$ cat src/rtl/fifo_pkt_pkg.sv
// Types and helpers shared by the read-side packet reader and the planned
// write-side packet generator.
package fifo_pkt_pkg;

  typedef enum logic [1:0] {
    IDLE,
    STREAM,
    DRAIN
  } state_t;

  localparam int DEF_DATA_WIDTH = 8;
  localparam int DEF_PKT_SIZE   = 10;
  localparam int FOLD_W         = 64;

  // One checksum step; the first byte of a packet seeds the accumulator.
  function automatic logic [FOLD_W-1:0] xor_fold(input logic [FOLD_W-1:0] acc,
                                                  input logic [FOLD_W-1:0] data,
                                                  input logic              first);
    return first ? data : (acc ^ data);
  endfunction

endpackage

$ cat src/rtl/fifo_pkt_reader.sv
// Read-domain packet drain: pops the FIFO into a framed valid/ready stream,
// with per-packet XOR checksum, completion counter and underflow abort.
module fifo_pkt_reader
  import fifo_pkt_pkg::*;
#(
  parameter int DATA_WIDTH = DEF_DATA_WIDTH,
  parameter int PKT_SIZE   = DEF_PKT_SIZE,
  parameter int TIMEOUT    = 16,
  parameter int CNT_WIDTH  = 8
) (
  input  logic                  R_CLK,
  input  logic                  R_RST,
  input  logic                  EN,
  input  logic [DATA_WIDTH-1:0] RD_DATA,
  input  logic                  EMPTY,
  output logic                  R_INC,
  output logic [DATA_WIDTH-1:0] OUT_DATA,
  output logic                  OUT_VALID,
  input  logic                  OUT_READY,
  output logic                  OUT_FIRST,
  output logic                  OUT_LAST,
  output logic                  PKT_DONE,
  output logic [DATA_WIDTH-1:0] PKT_CSUM,
  output logic                  PKT_ERR,
  output logic [CNT_WIDTH-1:0]  PKT_COUNT,
  output logic                  BUSY
);

  localparam int IDX_W = $clog2(PKT_SIZE);
  localparam int TMR_W = $clog2(TIMEOUT + 1);
  localparam logic [IDX_W-1:0] IDX_LAST = IDX_W'(PKT_SIZE - 1);
  localparam logic [TMR_W-1:0] TMR_LAST = TMR_W'(TIMEOUT - 1);

  state_t                state, state_nxt;
  logic [IDX_W-1:0]      idx;
  logic [TMR_W-1:0]      timer;
  logic [DATA_WIDTH-1:0] acc;
  logic                  pop, abort, idx_last, in_pkt;

  assign idx_last = (idx == IDX_LAST);
  // Starvation only matters once a packet has actually started.
  assign in_pkt   = (state == STREAM) && (idx != '0);
  assign R_INC    = pop;
  assign PKT_DONE = OUT_VALID && OUT_READY && OUT_LAST;
  assign PKT_ERR  = abort;
  assign BUSY     = (state != IDLE);

  always_comb begin
    state_nxt = state;
    pop       = 1'b0;
    abort     = 1'b0;
    case (state)
      IDLE: if (EN && !EMPTY) state_nxt = STREAM;
      STREAM: begin
        pop   = !EMPTY && (!OUT_VALID || OUT_READY);
        abort = in_pkt && EMPTY && (timer == TMR_LAST);
        if (pop && idx_last) state_nxt = DRAIN;
        else if (abort)      state_nxt = IDLE;
      end
      DRAIN:   if (PKT_DONE) state_nxt = IDLE;
      default: state_nxt = IDLE;
    endcase
  end

  always_ff @(posedge R_CLK or negedge R_RST) begin
    if (!R_RST) state <= IDLE;
    else        state <= state_nxt;
  end

  always_ff @(posedge R_CLK or negedge R_RST) begin
    if (!R_RST) begin
      idx       <= '0;
      acc       <= '0;
      timer     <= '0;
      OUT_DATA  <= '0;
      OUT_VALID <= 1'b0;
      OUT_FIRST <= 1'b0;
      OUT_LAST  <= 1'b0;
    end else begin
      if (pop) begin
        OUT_DATA  <= RD_DATA;
        OUT_VALID <= 1'b1;
        OUT_FIRST <= (idx == '0);
        OUT_LAST  <= idx_last;
        idx       <= idx_last ? '0 : idx + 1'b1;
        acc       <= DATA_WIDTH'(xor_fold(FOLD_W'(acc), FOLD_W'(RD_DATA), idx == '0));
      end else begin
        if (OUT_READY) OUT_VALID <= 1'b0;
        // A byte already in the output register still drains after an abort.
        if (abort) begin
          idx <= '0;
          acc <= '0;
        end
      end
      if (pop || !in_pkt) timer <= '0;
      else if (EMPTY)     timer <= abort ? '0 : timer + 1'b1;
    end
  end

  always_ff @(posedge R_CLK or negedge R_RST) begin
    if (!R_RST) begin
      PKT_CSUM  <= '0;
      PKT_COUNT <= '0;
    end else if (PKT_DONE) begin
      PKT_CSUM  <= acc;
      PKT_COUNT <= PKT_COUNT + 1'b1;
    end
  end

endmodule
$ cat config.mk
export PLATFORM = sky130hd
export DESIGN_NAME = fifo_pkt_reader
export DESIGN_NICKNAME = d
export VERILOG_FILES = /design/src/rtl/fifo_pkt_pkg.sv /design/src/rtl/fifo_pkt_reader.sv
export SDC_FILE = /design/constraint.sdc
export NUM_CORES = 1
export LEC_CHECK = 0
export ABC_AREA = 1
export CORE_ASPECT_RATIO = 1.2
export CORE_MARGIN = 2
export CORE_UTILIZATION = 51
export DETAILED_ROUTE_END_ITERATION = 7
export PLACE_DENSITY = 0.76
export SLEW_MARGIN = 15
export SYNTH_ARGS = -nofsm -noshare
export SYNTH_HDL_FRONTEND = slang
export SYNTH_SLANG_ARGS = --single-unit
export TNS_END_PERCENT = 30
$ cat constraint.sdc
create_clock -name R_CLK -period 1.7 [get_ports R_CLK]
set_input_delay 0.17 -clock R_CLK [delete_from_list [all_inputs] [get_ports R_CLK]]
set_output_delay 0.17 -clock R_CLK [all_outputs]
set_load 0.01 [all_outputs]
==> metrics <==
Critical Path Max Stage Delay 370 ps; post-synth cell types 25; post-synthesis cell area 0.00217 mm2; total of warnings raised by yosys 0; core region area 0.00416 mm2; Post-synth top cells nand2_1 (72), dfrtp_1 (46), inv_1 (35); DRT iter0 DRCs 47; max_cap viols 0; synth top area cells dfrtp_1 (53%), nand2_1 (12%), nand3_1 (6.4%); drt pass-1 iters 4; chip width 63.6 um; Pwr Density 644 mW/mm2; EDFF count, synth 0; Critical Path Fanout Max 2; Crit. End Element primary output; Slew @ Worst Pin 546 ps; Sink Count 46; RR Endpoint acc[2]$_DFFE_PN0P_; CTS Buf Count 5; final slew viol count 0; layout net count 336; Syn Nets between 200 and 300; number of global-route vias before repair 1777; CTS clk-pin slew, worst paths 80 ps; CTS Root Cell clkbuf_8; die area 0.00480 mm2; Hold Crit Class input port to asynchronous set/reset pin; final period utilization 101%; failing checks setup timing; wirelength, routed roughly 4700 um; setup tns final -19.0 ps; Post-DP Area 0.00275 mm2; Final Wtd Congestion 0.780; Yosys reg bits 46; Yosys top cell area share 52.9%; most common cell in the netlist nand2_1; CP startpoint kind register; worst vdd ir 0.483 mV; RSZ-0062 raised after global routing true; Post-Synthesis Cells 254; antenna cell count 0; worst hold margin 385 ps; max_slew headroom 63.6%; Worst Setup Slack, final -19.0 ps; CTS tree done; final hold vios 0; total number of vias 1824; Setup violations, final 1; Clock Path Buffers 2; first-pass GRT wire length 7780 um; cell area after layout 0.00290 mm2; asr flop ratio synth 100%; share of layout cells above drive strength 1 13.5%; kind of critical path register to primary output; input/output buffers 43; largest net degree at the start of global routing 26; Reg2Reg Depth 12; Critical Path AT between 1500 and 2000 ps; flop2flop setup slack 90 ps; Critical R2R Launch timer[0]$_DFFE_PN0P_; Antenna Nets Post-Route 0; H-tree levels 2; Seq/Total Area, Yosys 52.9%; syn_area_per_cell 8.56 um2; worst-path cell chain ha_2 -> nand2_1 -> nor2_1 -> ha_2 -> nand2_1 -> inv_1 -> nand3_2 -> inv_1 -> buf_2; drt drc 0; initial antenna violation count 0; Area growth syn-to-layout 33.1%; leakage power of the design 1.46 nW; DP HPWL 3300 um; GRT Total Usage 21.2%; Synth area leader dfrtp_1; GR Overflow Total 0; Finished Core Util a little over two thirds; overall power between 0.0015 and 0.002 W; Avg WL per Cell 12.4 um; status finished, violations left; Max Clock Freq 582 MHz; row cnt 26; Skew-Pair Late Insertion Delay 300 ps; ys flop type dfrtp_1; worst endpoint required time 1530 ps; initial cell density of the core 52.2%; vias per inst ~4.9; # IOs 44; overall die height 75.5 um; Slowest-stage cell, CP dfrtp_1; Final min period 1720 ps; clk_skew 7.25 ps
==> placed cells by master, fill, tap and decap left out <==
| cell | count |
|---|---|
| a21oi_1 | 1 |
| a21oi_4 | 1 |
| buf_2 | 2 |
| buf_4 | 18 |
| clkbuf_8 | 6 |
| clkdlybuf4s50_1 | 39 |
| clkinv_2 | 1 |
| clkinvlp_4 | 1 |
| dfrtp_1 | 45 |
| dfrtp_2 | 1 |
| dlygate4sd2_1 | 1 |
| dlygate4sd3_1 | 1 |
| dlymetal6s2s_1 | 1 |
| ha_1 | 4 |
| ha_2 | 2 |
| inv_1 | 35 |
| inv_2 | 2 |
| inv_4 | 1 |
| nand2_1 | 71 |
| nand2_2 | 1 |
| nand2_4 | 1 |
| nand3_1 | 27 |
| nand3_2 | 2 |
| nand3b_1 | 2 |
| nand4_1 | 6 |
| nor2_1 | 6 |
| nor2_2 | 1 |
| nor2_4 | 2 |
| nor3b_2 | 1 |
| o21ai_0 | 25 |
| o21ai_1 | 3 |
| o31ai_1 | 1 |
| xnor2_1 | 2 |
| xor2_1 | 5 |
==> area by class of cell <==
| class | instances | area (um2) |
|---|---|---|
| Sequential cell | 46 | 1150 |
| Clock inverter | 2 | 12.5 |
| Inverter | 38 | 145 |
| Clock buffer | 6 | 82.6 |
| Multi-Input combinational cell | 164 | 866 |
| Timing Repair Buffer | 62 | 567 |
| Fill cell | 376 | 1270 |
| Tap cell | 56 | 70.1 |
==> registers in the layout, indices dropped and copies added (netlist names), 2 cells and up <==
register / cells
idx: 4
OUT_DATA: 8
PKT_COUNT: 8
PKT_CSUM: 8
acc: 8
timer: 5
state: 2
==> metal layers <==
layer / part of all wire [%] / GRT usage, % / wire [um]
met2: 53 / 39.4 / 2450
met1: 43 / 24.2 / 1980
met4: 1.6 / 9.42 / 73
met5: 0 / 0 / 0
met3: 3.3 / 3.84 / 152
==> metrics by stage <==
stage               setup WS, ps  cells
floorplan                    226    254
global route               -97.4    374
finish                     -19.0    374
CTS                        -14.8    373
detailed placement         -74.0    363
global placement           -56.8    363
==> worst max path at each step <==
stage,slack [ps],endpoint,from
2_1_floorplan,230,acc[0]$_DFFE_PN0P_,timer[0]$_DFFE_PN0P_
3_3_place_gp,-60,R_INC,OUT_READY
3_5_place_dp,-70,R_INC,OUT_READY
4_1_cts,-10,PKT_ERR,timer[1]$_DFFE_PN0P_
5_1_grt,-100,PKT_ERR,timer[0]$_DFFE_PN0P_
6_report,-20,PKT_ERR,timer[0]$_DFFE_PN0P_
==> kinds of logic (layout without fill, tap and decap cells) <==
kind of cell    Yosys count  in the layout  synth area share (%)
simple gates            120            120                  24.7
xor+xnor                  7              7                  2.82
buf+inv                  44            108                  8.29
compound gates           31             31                  7.77
fa+ha+maj                 6              6                  3.45
flops                    46             46                  52.9
==> power by group <==
part | leakage, nW | total, W | switching [W] | internal [W]
sequential | 0.626 | 0.00109 | 0 | 0.00109
clock | 0.0472 | 0.000693 | 0.000366 | 0.000327
combinational | 0.792 | 0.0000798 | 0.0000442 | 0.0000356
==> worst max-delay path: cells and delay by family, from the launching register on <==
family,cells,cell delay (ps)
adders and majority gates,2,370
buffers and inverters,3,250
DFF,1,370
and+or+nand+nor,4,270
==> what timing repair did <==
item | 4_1_cts | 5_1_grt
endpoints found under the hold margin | 23 | 0
pin swaps | 5 | 3
gates resized for setup | 9 | 5
hold buffers | 1 | 0
buffers inserted | 1 | 1
gates cloned | 0 | 0
setup endpoints to repair | 3 | 19
(Power assumes the default switching activity.)
==> patch: new RTL, config.mk and constraints unchanged <==
Register the output `PKT_ERR`, with the module's reset; this adds one clock of latency there. The other outputs are not delayed to match.
--- a/src/rtl/fifo_pkt_reader.sv
+++ b/src/rtl/fifo_pkt_reader.sv
@@ -44,3 +44,9 @@
   assign PKT_DONE = OUT_VALID && OUT_READY && OUT_LAST;
-  assign PKT_ERR  = abort;
+  always_ff @(posedge R_CLK or negedge R_RST) begin
+    if (!R_RST) begin
+      PKT_ERR <= '0;
+    end else begin
+      PKT_ERR <= abort;
+    end
+  end
   assign BUSY     = (state != IDLE);
Function: no difference found for any inputs over 10 cycles, from zero or initial values and one cycle with R_RST low; that may be too few to reach the edited logic, so the function may still have changed.
==> patch against the original RTL <==
Wire length decreased by 6.5%. Critical path depth decreased by 6. Clock skew decreased by 0.51 ps. Setup slack improved by 100 ps. Final area decreased by 2.9%. Synthesized area decreased by 0.75%. Via count decreased by 4.4%. Sequential cell count increased by 1. Maximum frequency increased by 6.4%. Critical path type unchanged. Largest cell class unchanged.
Power is not compared: it rests on default switching activity, and its combinational part moved more than twofold at a synthesized area within 25%.
==> patch: results (changes against the original RTL) <==
Setup path
  – Reg-to-Reg End: acc[3]
  – Critical Path AT: 1450 ps (-100 ps)
  – Worst path max stage delay: 540 ps (+170 ps)
  – Worst setup path end: PKT_DONE
  – Register-to-register path setup slack: 110 ps (+20 ps)
  – Worst Setup SP: OUT_VALID
  – Max Fanout on Critical Path: 3 (+1)
  – CP max stage cell: clkdlybuf4s50_1
  – R2R cell count: 11 (-1)

Status
  – Status: finished clean

GRT
  – Initial antenna violation count: 0 (unchanged)
  – Vias in the first global route: 1619 (-8.9%)
  – First-pass GRT wire length: 7330 microns (-5.8%)
  – GRT Overall Usage: 20.1% (-1.1 points)
  – Pin count of the biggest net entering global routing: 48 (+85%)

Synth
  – Async S/R FF share, synth: 100% (unchanged)
  – Synth unique cells: 22 (-12%)
  – Area contributors post-synth: dfrtp_1, nand2_1, o21ai_0
  – Synthesized instance count: 248 (-2.4%)
  – Sequential-to-total area share from yosys stat: 54.5% (+1.6 points)
  – Most frequent cells after synthesis: nand2_1, dfrtp_1, inv_1, o21ai_0, nand3_1
  – Post-Syn Nets: 267 (-2.2%)

Detailed routing
  – DRT iter0 DRCs: 94 (+100%)
  – Routed vias: 1744 (-4.4%)
  – Routed Wire Length: 4350 microns (-6.5%)
  – Vias per cell: 4.86 (-0.39%)

Final layout
  – Fin nets: 323 (-3.9%)
  – Final Core Density: 70.3% (+0.72 points)
  – Layout cells sized above 1: 10.8% (-2.7 points)

Timing
  – Slew of the pin with the lowest slew margin: 577 ps (+30.6 ps)
  – Worst hold slack: 436 ps (+50.9 ps)
  – Clk_skew: 6.73 ps (-0.513 ps)

Placed design
  – Inst Count DP: 348 (-4.1%)
  – DP Area: 2680 sq um (-2.6%)
  – Routability Congestion: 0.781 (+0.15%)
  – Pre-CTS setup slack: 1.97 ps (+76.0 ps)
## patch: changes by cell type after synthesis, sizes merged, moves of 2 or more
cell / delta
inv: -2
nand2: -4
nand4: -4
o21ai: +4
## patch: layer usage
layer | vias up | global-route usage [%] | part of all wire [%]
li1 | 890 | - | -
met1 | 817 | 24.8 | 44
met2 | 31 | 34.7 | 50
met3 | 6 | 4.63 | 4.6
met4 | 0 | 7.97 | 1.6
met5 | - | 0 | 0
## patch: critical path, delay by kind of cell (launching register included)
| family | cells | cell delay, ps |
|---|---|---|
| DFF | 1 | 380 |
| buffers and inverters | 2 | 650 |
| and+or+nand+nor | 1 | 100 |
## patch: area by class of cell
type	instances	area (sq um)
Timing Repair Buffer	54	508
Clock buffer	7	96.3
Multi-Input combinational cell	160	822
Sequential cell	47	1180
Fill cell	348	1190
Tap cell	54	67.6
Clock inverter	1	7.51
Inverter	36	135
## patch: report_power, final
| group | internal (uW) | switching (uW) |
|---|---|---|
| clock | 370 | 368 |
| combinational | 765 | 834 |
| sequential | 1490 | 272 |
| total | 2630 | 1470 |
## patch: cell families (layout without fill, tap and decap cells)
family / Yosys count / in the layout / synth area share [%]
DFF: 47 / 47 / 54.5
adders and majority gates: 6 / 6 / 3.48
and+or+nand+nor: 113 / 113 / 23.5
buffers and inverters: 41 / 98 / 7.65
AOI/OAI and AO/OA: 33 / 33 / 7.65
xor gates and xnor gates: 8 / 8 / 3.25
## patch: repair_timing
| action | 4_1_cts | 5_1_grt |
|---|---|---|
| pin swaps | 1 | 2 |
| setup buffers | 0 | 2 |
| endpoints found under the setup margin | 2 | 10 |
| resized for setup | 2 | 2 |
| hold endpoints to repair | 47 | 0 |
| hold buffers | 1 | 0 |
